## config.mk

```make
export PLATFORM = sky130hd
export DESIGN_NAME = sync_fifo_param_flat
export DESIGN_NICKNAME = d
export VERILOG_FILES = /design/src/rtl/sync_fifo_param_pkg.sv /design/src/rtl/sync_fifo_param_if.sv /design/src/rtl/sync_fifo_param_mem.sv /design/src/rtl/sync_fifo_param.sv /design/src/flat_wrapper.sv
export SDC_FILE = /design/constraint.sdc
export NUM_CORES = 1
export LEC_CHECK = 0
export CAP_MARGIN = 15
export CORE_AREA = 10 10 100 102
export CTS_BUF_LIST = sky130_fd_sc_hd__clkbuf_16
export DETAILED_ROUTE_END_ITERATION = 16
export DIE_AREA = 0 0 110 112
export PLACE_DENSITY_LB_ADDON = 0.08
export SLEW_MARGIN = 20
export SYNTH_ARGS = -nofsm -noshare
export SYNTH_HDL_FRONTEND = slang
export SYNTH_HIERARCHICAL = 1
export SYNTH_SLANG_ARGS = --single-unit
```

## constraint.sdc

```tcl
create_clock -name clk -period 3.3 [get_ports clk]
set_clock_uncertainty 0.1 [all_clocks]
set_input_delay 0.495 -clock clk [delete_from_list [all_inputs] [get_ports clk]]
set_output_delay 0.495 -clock clk [all_outputs]
set_load 0.05 [all_outputs]
```

## src/rtl/sync_fifo_param_pkg.sv

```systemverilog
`default_nettype none
// ============================================================================
// Module   : fifo_pkg
// Brief    : Shared helpers for sync_fifo_param: log2, pointer width and
//            elaboration-time parameter legality checks.
// Options  : FIFO_FWFT_EN (used by the FIFO and its RAM, not by this package)
// Revision : 1.0 - initial release
// ============================================================================
package fifo_pkg;

  // One extra pointer bit distinguishes full from empty when addresses match.
  localparam int WRAP_BITS = 1;

  // Ceiling log2 for elaboration-time sizing.
  function automatic int log2(input int value);
    int result;
    result = 0;
    for (int i = 0; i < 31; i++) begin
      if ((1 << i) < value) result = i + 1;
    end
    return result;
  endfunction

  // Pointer width including the wrap bit.
  function automatic int ptr_w(input int add_size);
    return add_size + WRAP_BITS;
  endfunction

  function automatic bit is_pow2(input int value);
    return (value >= 2) && ((value & (value - 1)) == 0);
  endfunction

  // Depth power of two, address width consistent, thresholds in range.
  function automatic bit params_ok(input int fd, input int add_size,
                                   input int af_lvl, input int ae_lvl);
    return is_pow2(fd) && (add_size == log2(fd)) &&
           (af_lvl >= 1) && (af_lvl <= fd) &&
           (ae_lvl >= 0) && (ae_lvl <= fd - 1);
  endfunction

endpackage
`default_nettype wire

```

## src/rtl/sync_fifo_param_if.sv

```systemverilog
`default_nettype none
// ============================================================================
// Module   : sync_fifo_param_if
// Brief    : Producer/consumer bus of sync_fifo_param. The master modport is
//            the user side; the slave modport is the FIFO side.
// Options  : none (FIFO_FWFT_EN only changes FIFO timing)
// Revision : 1.0 - initial release
// ============================================================================
interface sync_fifo_param_if #(
  parameter int fw       = 8,
  parameter int add_size = 3
);
  logic                wr;
  logic [fw-1:0]       wdata;
  logic                rd;
  logic [fw-1:0]       rdata;
  logic                rvalid;
  logic                full;
  logic                empty;
  logic                almost_full;
  logic                almost_empty;
  logic [add_size:0]   count;
  logic                overflow;
  logic                underflow;

  modport master (
    output wr, wdata, rd,
    input  rdata, rvalid, full, empty, almost_full, almost_empty,
           count, overflow, underflow
  );

  modport slave (
    input  wr, wdata, rd,
    output rdata, rvalid, full, empty, almost_full, almost_empty,
           count, overflow, underflow
  );
endinterface
`default_nettype wire

```

## src/rtl/sync_fifo_param_mem.sv

```systemverilog
`default_nettype none
// ============================================================================
// Module   : fifo_mem
// Brief    : Simple dual-port RAM, depth x width. Synchronous write port;
//            read port registered, or combinational when FIFO_FWFT_EN is set.
// Options  : FIFO_FWFT_EN - combinational read port
// Revision : 1.0 - initial release
// ============================================================================
module fifo_mem #(
  parameter int depth = 8,
  parameter int width = 8,
  parameter int aw    = 3
) (
  input  wire logic             clk,
  input  wire logic             rst,
  input  wire logic             we,
  input  wire logic [aw-1:0]    waddr,
  input  wire logic [width-1:0] wdata,
  input  wire logic             re,
  input  wire logic [aw-1:0]    raddr,
  output logic      [width-1:0] rdata
);

  logic [width-1:0] mem [depth];

  // Write port; contents are intentionally never cleared.
  always_ff @(posedge clk) begin
    if (we) mem[waddr] <= wdata;
  end

`ifdef FIFO_FWFT_EN
  // Head word is visible without a read strobe; rst and re are not needed.
  logic unused_rd_ctrl;
  assign unused_rd_ctrl = rst ^ re;
  assign rdata = mem[raddr];
`else
  // Registered read: old word is returned if the same address is written.
  always_ff @(posedge clk) begin
    if (rst)     rdata <= '0;
    else if (re) rdata <= mem[raddr];
  end
`endif

endmodule
`default_nettype wire

```

## src/rtl/sync_fifo_param.sv

```systemverilog
`default_nettype none
// ============================================================================
// Module   : sync_fifo_param
// Brief    : Single-clock FIFO with occupancy count, almost-full/empty
//            thresholds, read-valid strobe and overflow/underflow pulses.
// Options  : FIFO_FWFT_EN - first-word-fall-through read (0 latency,
//            rvalid = !empty); default is 1-cycle registered read.
// Revision : 1.0 - initial release
// ============================================================================
module sync_fifo_param
  import fifo_pkg::*;
#(
  parameter int fd       = 8,
  parameter int fw       = 8,
  parameter int add_size = 3,
  parameter int af_lvl   = 6,
  parameter int ae_lvl   = 2
) (
  input wire logic          clk,
  input wire logic          rst,
  sync_fifo_param_if.slave  bus
);

  localparam int PW = ptr_w(add_size);

  if (!params_ok(fd, add_size, af_lvl, ae_lvl)) begin : g_param_check
    $error("sync_fifo_param: illegal fd/add_size/af_lvl/ae_lvl combination");
  end

  logic [PW-1:0] wr_ptr;
  logic [PW-1:0] rd_ptr;
  logic [PW-1:0] occupancy;
  logic [PW-1:0] count_next;
  logic          full_flag;
  logic          empty_flag;
  logic          af_flag;
  logic          ae_flag;
  logic          ovf_pulse;
  logic          unf_pulse;
  logic          wr_ok;
  logic          rd_ok;
  logic [fw-1:0] mem_rdata;

  // A write into a full FIFO is allowed when a read frees a slot this cycle.
  assign rd_ok      = bus.rd && !empty_flag;
  assign wr_ok      = bus.wr && (!full_flag || rd_ok);
  assign count_next = occupancy + PW'(wr_ok) - PW'(rd_ok);

  // Pointers, count and flags; flags come from count_next so they track count.
  always_ff @(posedge clk) begin
    if (rst) begin
      wr_ptr     <= '0;
      rd_ptr     <= '0;
      occupancy  <= '0;
      full_flag  <= 1'b0;
      empty_flag <= 1'b1;
      af_flag    <= 1'b0;
      ae_flag    <= 1'b1;
      ovf_pulse  <= 1'b0;
      unf_pulse  <= 1'b0;
    end else begin
      if (wr_ok) wr_ptr <= wr_ptr + PW'(1);
      if (rd_ok) rd_ptr <= rd_ptr + PW'(1);
      occupancy  <= count_next;
      full_flag  <= (count_next == PW'(fd));
      empty_flag <= (count_next == '0);
      af_flag    <= (count_next >= PW'(af_lvl));
      ae_flag    <= (count_next <= PW'(ae_lvl));
      ovf_pulse  <= bus.wr && !wr_ok;
      unf_pulse  <= bus.rd && !rd_ok;
    end
  end

  fifo_mem #(
    .depth (fd),
    .width (fw),
    .aw    (add_size)
  ) u_mem (
    .clk   (clk),
    .rst   (rst),
    .we    (wr_ok),
    .waddr (wr_ptr[add_size-1:0]),
    .wdata (bus.wdata),
    .re    (rd_ok),
    .raddr (rd_ptr[add_size-1:0]),
    .rdata (mem_rdata)
  );

`ifdef FIFO_FWFT_EN
  // Head word falls through; an empty FIFO presents zero rather than stale RAM.
  assign bus.rdata  = empty_flag ? '0 : mem_rdata;
  assign bus.rvalid = !empty_flag;
`else
  logic rvalid_flag;

  // One-cycle strobe marking the word popped on the previous edge.
  always_ff @(posedge clk) begin
    if (rst) rvalid_flag <= 1'b0;
    else     rvalid_flag <= rd_ok;
  end

  assign bus.rdata  = mem_rdata;
  assign bus.rvalid = rvalid_flag;
`endif

  assign bus.full         = full_flag;
  assign bus.empty        = empty_flag;
  assign bus.almost_full  = af_flag;
  assign bus.almost_empty = ae_flag;
  assign bus.count        = occupancy;
  assign bus.overflow     = ovf_pulse;
  assign bus.underflow    = unf_pulse;

endmodule
`default_nettype wire
```

## src/flat_wrapper.sv

```systemverilog
// flat-port wrapper written by rule: the top's interface ports become plain ports
module sync_fifo_param_flat import fifo_pkg::*;
#(
  parameter int fd       = 8,
  parameter int fw       = 8,
  parameter int add_size = 3,
  parameter int af_lvl   = 6,
  parameter int ae_lvl   = 2
)
  (clk, rst, bus_wr, bus_wdata, bus_rd, bus_rdata, bus_rvalid, bus_full, bus_empty, bus_almost_full, bus_almost_empty, bus_count, bus_overflow, bus_underflow);
  sync_fifo_param_if #(.fw(fw), .add_size(add_size)) bus_i ();
  input wire logic clk;
  input wire logic rst;
  input wire logic [$bits(bus_i.wr)-1:0] bus_wr;
  input wire logic [$bits(bus_i.wdata)-1:0] bus_wdata;
  input wire logic [$bits(bus_i.rd)-1:0] bus_rd;
  output wire logic [$bits(bus_i.rdata)-1:0] bus_rdata;
  output wire logic [$bits(bus_i.rvalid)-1:0] bus_rvalid;
  output wire logic [$bits(bus_i.full)-1:0] bus_full;
  output wire logic [$bits(bus_i.empty)-1:0] bus_empty;
  output wire logic [$bits(bus_i.almost_full)-1:0] bus_almost_full;
  output wire logic [$bits(bus_i.almost_empty)-1:0] bus_almost_empty;
  output wire logic [$bits(bus_i.count)-1:0] bus_count;
  output wire logic [$bits(bus_i.overflow)-1:0] bus_overflow;
  output wire logic [$bits(bus_i.underflow)-1:0] bus_underflow;
  assign bus_i.wr = bus_wr;
  assign bus_i.wdata = bus_wdata;
  assign bus_i.rd = bus_rd;
  assign bus_rdata = bus_i.rdata;
  assign bus_rvalid = bus_i.rvalid;
  assign bus_full = bus_i.full;
  assign bus_empty = bus_i.empty;
  assign bus_almost_full = bus_i.almost_full;
  assign bus_almost_empty = bus_i.almost_empty;
  assign bus_count = bus_i.count;
  assign bus_overflow = bus_i.overflow;
  assign bus_underflow = bus_i.underflow;
  sync_fifo_param #(.fd(fd), .fw(fw), .add_size(add_size), .af_lvl(af_lvl), .ae_lvl(ae_lvl)) u_core (.clk(clk), .rst(rst), .bus(bus_i));
endmodule
```

* After elaboration in Yosys (flattened, before gate mapping)
Memory sizes are Yosys's and may differ from the RTL's. A register that Yosys moved wholly into a read port is not among the register bits.
Cells that the tools add are included.
** Cells by class
- Add/subtract/negate cells :: 4
- Order comparisons :: 2
- Equal/unequal tests :: 1
- Multiplexer cells :: 2
- Reductions and logical operators :: 10
** Operators by type and width (count)
- $add A4 B1 Y4 const B :: 2
- $add A4 B1 Y4 :: 1
- $eq A4 B4 Y1 const B :: 1
- $ge A4 B3 Y1 const B :: 1
- $le A4 B2 Y1 const B :: 1
- $logic_and A1 B1 Y1 :: 4
- $logic_not A1 Y1 :: 4
- $logic_not A4 Y1 :: 1
- $sub A4 B1 Y4 :: 1
- $mux W1 :: 2
- $logic_or A1 B1 Y1 :: 1
** Storage, ports and cells
- Register bits after elaboration :: 19
- RAM bits :: 64
- Input bits :: 12
- Logic and storage cells :: 30
- Memories kept :: 1
** Memories
- u_core.u_mem.mem :: depth 8, width 8, rd ports 1, clocked after memory_dff 1, wr ports 1, RTL line sync_fifo_param_mem.sv:24 : logic [width-1:0] mem [depth];

* Depth between registers and ports, before layout
- Depth in word-level cells :: 7
- Mapped depth :: 10
- Mapped depth without buffers :: 10

* Hierarchy
Netlist, hierarchy kept.
** By module, submodules not included
- fifo_mem :: times used 1, cells each 162, area each 2812.7 um2
- sync_fifo_param :: times used 1, cells each 71, area each 716.9 um2

* Worst setup path before layout
No wires, ideal clock.
- Kind :: register to register
- From :: register u_core.empty_flag, in the netlist u_core/bus.empty
- To :: register u_core.empty_flag, in the netlist u_core/bus.empty
- Data arrival time :: 2.277 ns
- Data required time :: 3.086 ns
- Slack :: 0.810 ns
- Stages on the path, launching flop included :: 10
- Path buffers :: 0
- Clock period less this slack :: 2.490 ns
- Cells stage by stage :: dfxtp_1 -> nand2b_4 -> inv_1 -> ha_1 -> inv_1 -> ha_1 -> fa_1 -> xor2_1 -> nor3_1 -> a21o_1
** Between the ends
- Cells in the longest elaborated chain, start to end :: 7
** Ends and longest elaborated chain
- from (decl) :: RTL line sync_fifo_param.sv:35 : logic empty_flag;
- from (signal assigned) :: RTL line sync_fifo_param.sv:66 : empty_flag <= (count_next == '0);
- $logic_not A1 Y1 (*) :: RTL line sync_fifo_param.sv:45 : assign rd_ok = bus.rd && !empty_flag;
- $logic_and A1 B1 Y1 (*) :: RTL line sync_fifo_param.sv:45
- net u_core.rd_ok :: RTL line sync_fifo_param.sv:41 : logic rd_ok;
- $logic_or A1 B1 Y1 :: RTL line sync_fifo_param.sv:46 : assign wr_ok = bus.wr && (!full_flag || rd_ok);
- $logic_and A1 B1 Y1 :: RTL line sync_fifo_param.sv:46
- $add A4 B1 Y4 :: RTL line sync_fifo_param.sv:47 : assign count_next = occupancy + PW'(wr_ok) - PW'(rd_ok);
- $sub A4 B1 Y4 (*) :: RTL line sync_fifo_param.sv:47
- $logic_not A4 Y1 (*) :: RTL line sync_fifo_param.sv:66
Mark *: on every way through the listed nets, which the timed path passes. The rest lies on a longest branch.
A chain may end at the register's enable or synchronous reset.

* Worst setup path in the final report
- From :: input bus_rd
- To :: register u_core.full_flag, in the netlist u_core/bus.full
** Between the ends
- Cells in the longest elaborated chain, start to end :: 6
** Ends and longest elaborated chain
- from (decl) :: RTL line flat_wrapper.sv:16 : input wire logic [$bits(bus_i.rd)-1:0] bus_rd;
- $logic_and A1 B1 Y1 (*) :: RTL line sync_fifo_param.sv:45
- $logic_or A1 B1 Y1 :: RTL line sync_fifo_param.sv:46
- $logic_and A1 B1 Y1 :: RTL line sync_fifo_param.sv:46
- $add A4 B1 Y4 :: RTL line sync_fifo_param.sv:47
- $sub A4 B1 Y4 (*) :: RTL line sync_fifo_param.sv:47
- $eq A4 B4 Y1 (*) :: RTL line sync_fifo_param.sv:65 : full_flag <= (count_next == PW'(fd));
- to (signal assigned) :: RTL line sync_fifo_param.sv:65
- to (decl) :: RTL line sync_fifo_param.sv:34 : logic full_flag;
Every way passes the cells marked *; elsewhere a longest branch is shown, timed or not.

==> metrics.csv <==
metric,value,unit
crit path from,bus_rd,
crit path cell chain,clkdlybuf4s50_1 -> nand2b_4 -> nand2_1 -> nand2_1 -> ha_1 -> inv_1 -> ha_1 -> fa_1 -> xor2_1 -> nor3_1 -> nor3b_2,
post-route ant nets,0,
arrival time worst endpoint,2650,ps
fraction of the cycle the final worst path needs,0.778,
setup tns final,0,ps
"Setup violations, final",0,
setup repair bufs after CTS,0,
Pwr Density,818,mW/mm^2
die height,112,um
clk_lat worst skew,330,ps
routability cong.,0.741,
First-pass DRT Iterations,4,
CTS buffer count,9,
peak supply drop,0.422,mV
Max Cap Viol,0,
main flop type after synthesis,edfxtp_1,
final WL,6720,um
crit-path max FO,4,
H-tree depth,3,
status,"finished, final reports clean",
unrepaired setup endpoints after global routing,no,
Overflow after GRT,0,
"Reg clk slew, reported paths",60,ps
max incr delay on CP,520,ps
DR DRC count,0,
post-synth top area share,0.544,
r2r setup slk,1020,ps
core area,0.00805,sq mm
hold buffer count at cts,0,
r2r worst-path depth,10,
# IOs,31,
Global Route Usage Sum,0.114,
Antenna Cells,0,
#FFs+latches synth,89,
Clock Tree Root,clkbuf_16,
Via Count,1944,
cell taking the most area after synthesis,edfxtp_1,
CP startpoint kind,primary input,
number of enable flip-flop cells after synthesis,64,
Worst R2R End,u_core/bus.full,
sequential area share after synthesis,0.686,
vias in the first global route,1914,
Tmin final,2570,ps
YS warnings,6,
"top cells by area, synth","edfxtp_1 (54%), dfxtp_1 (14%), mux2_2 (5.1%)",
clk sinks,89,
chip width,110,um
layout cells sized above 1,0.164,
layout net count,294,
CP endpoint,u_core/bus.full,
initial antenna violation count,0,
DP HPWL,4360,um
LEAKAGE,1.46,nW
synthesis-to-finish area growth,19.7,%
Initial Util,0.438,
Avg WL per Cell,17.5,um
library cells used by synthesis,33,
upper clock frequency limit,390,MHz
Die Area,0.0123,sq mm
crit path kind,primary input to flop,
Hold WS,363,ps
Hold WC Path Type,flop to flop,
Relative slew margins,0.362,
Required @ worst endpoint,3380,ps
mapped cell area,0.00353,sq mm
"count leader, synth",edfxtp_1,
clock buffer depth,2,
syn_area_per_cell,15.1,sq um
Synth Instances,233,
"Async S/R FF share, synth",0,
Slew @ Worst Pin,955,ps
Core Rows,33,
via/cell ratio,5.05,
largest net degree at the start of global routing,35,
IO Port Bufs,30,
Reg2Reg Launch Point,u_core/bus.empty,
CTS tree,built,
Final Hold Vio Count,0,
CP max-delay cell,clkdlybuf4s50_1,
Final Slew Violations,0,
Crit. End Element,flop,
initial drt markers,94,
post-CTS sizing,0,
most frequent cells after synthesis,"edfxtp_1 (64), dfxtp_1 (25), nor2_1 (23), mux2i_1 (17), mux2_2 (16)",
first-pass GRT wire length,10400,um
Mapped Nets,252,
-- worst min path at each step --
stage	from	endpoint	slack, ps	cells past startpoint
6_report	u_core/bus.empty	u_core/bus.underflow	360	2
4_1_cts	u_core/bus.empty	u_core/bus.underflow	370	2
3_3_place_gp	u_core/bus.empty	u_core/bus.underflow	360	2
2_1_floorplan	u_core/rd_ptr[1]	u_core/rd_ptr[1]	380	2
3_5_place_dp	u_core/bus.empty	u_core/bus.underflow	360	2
5_1_grt	u_core/bus.empty	u_core/bus.underflow	400	2
-- critical path, delay by kind of cell --
| kind | cells | cell delay, ps |
|---|---|---|
| buffers and inverters | 2 | 560 |
| adders and majority gates | 3 | 860 |
| and+or+nand+nor | 5 | 480 |
| xor gates and xnor gates | 1 | 250 |
-- area by class of cell --
| class | instances | area, sq um |
|---|---|---|
| Clock buffer | 9 | 225 |
| Clock inverter | 7 | 38.8 |
| Fill cell | 716 | 3830 |
| Inverter | 7 | 26.3 |
| Multi-Input combinational cell | 126 | 991 |
| Sequential cell | 89 | 2420 |
| Tap cell | 105 | 131 |
| Timing Repair Buffer | 42 | 390 |
-- per-stage QoR --
| step | cells | worst slack [ps] | total power, mW | util | area (sq um) |
|---|---|---|---|---|---|
| floorplan | 233 | 810 | 2.31 | - | 3530 |
| global placement | 369 | 419 | 2.58 | 0.492 | 3960 |
| detailed placement | 369 | 394 | 2.59 | 0.492 | 3960 |
| CTS | 385 | 731 | 3.50 | 0.525 | 4230 |
| global route | 385 | 554 | 3.62 | 0.525 | 4230 |
| finish | 385 | 734 | 3.46 | 0.525 | 4230 |
-- cells in the final DEF, fill, tap and decap left out, types with 3 or more instances in the layout --
master and n:
a211oi_1 6, mux2_2 16, a221o_1 7, clkbuf_16 9
nand2_1 10, dfxtp_1 25, nor3_1 3, nor2b_1 4
a21oi_1 3, edfxtp_1 64, inv_1 9, o22ai_1 7
mux2i_1 17, a21o_1 3, buf_4 12, nand2b_1 4
nor2_1 23, xor2_1 4, clkdlybuf4s50_1 30, ha_1 6
-- flip-flops by register name, indices dropped and copies added (netlist names) --
name / count
u_core/u_mem/rdata: 8
u_core/rd_ptr: 3
u_core/bus.rvalid: 1
u_core/bus.underflow: 1
u_core/bus.almost_empty: 1
u_core/wr_ptr: 3
u_core/bus.count: 4
u_core/bus.overflow: 1
u_core/bus.empty: 1
u_core/u_mem/mem: 64
u_core/bus.almost_full: 1
u_core/bus.full: 1
-- logic make-up after synthesis --
logic type,count (synthesis),share of synthesized area
flip-flops,89,0.686
AND/OR/NAND/NOR,47,0.0631
multiplexers,33,0.0993
AO/OA/AOI/OAI,32,0.0720
buffers and inverters,18,0.0330
XOR/XNOR,7,0.0195
adder cells (fa/ha/maj),7,0.0269
-- per-layer routing --
| layer | wire [um] | global-route usage |
|---|---|---|
| met5 | 0 | 0 |
| met4 | 98 | 0.0599 |
| met3 | 455 | 0.0288 |
| met2 | 2980 | 0.161 |
| met1 | 3190 | 0.154 |
-- report_power, final --
part	total [mW]	switching, mW	internal (mW)
logic	1.14	0.680	0.465
registers	1.41	0.0631	1.35
clock network	0.904	0.402	0.502
total	3.46	1.15	2.31
Note: power is estimated with default switching activity, not from simulation.
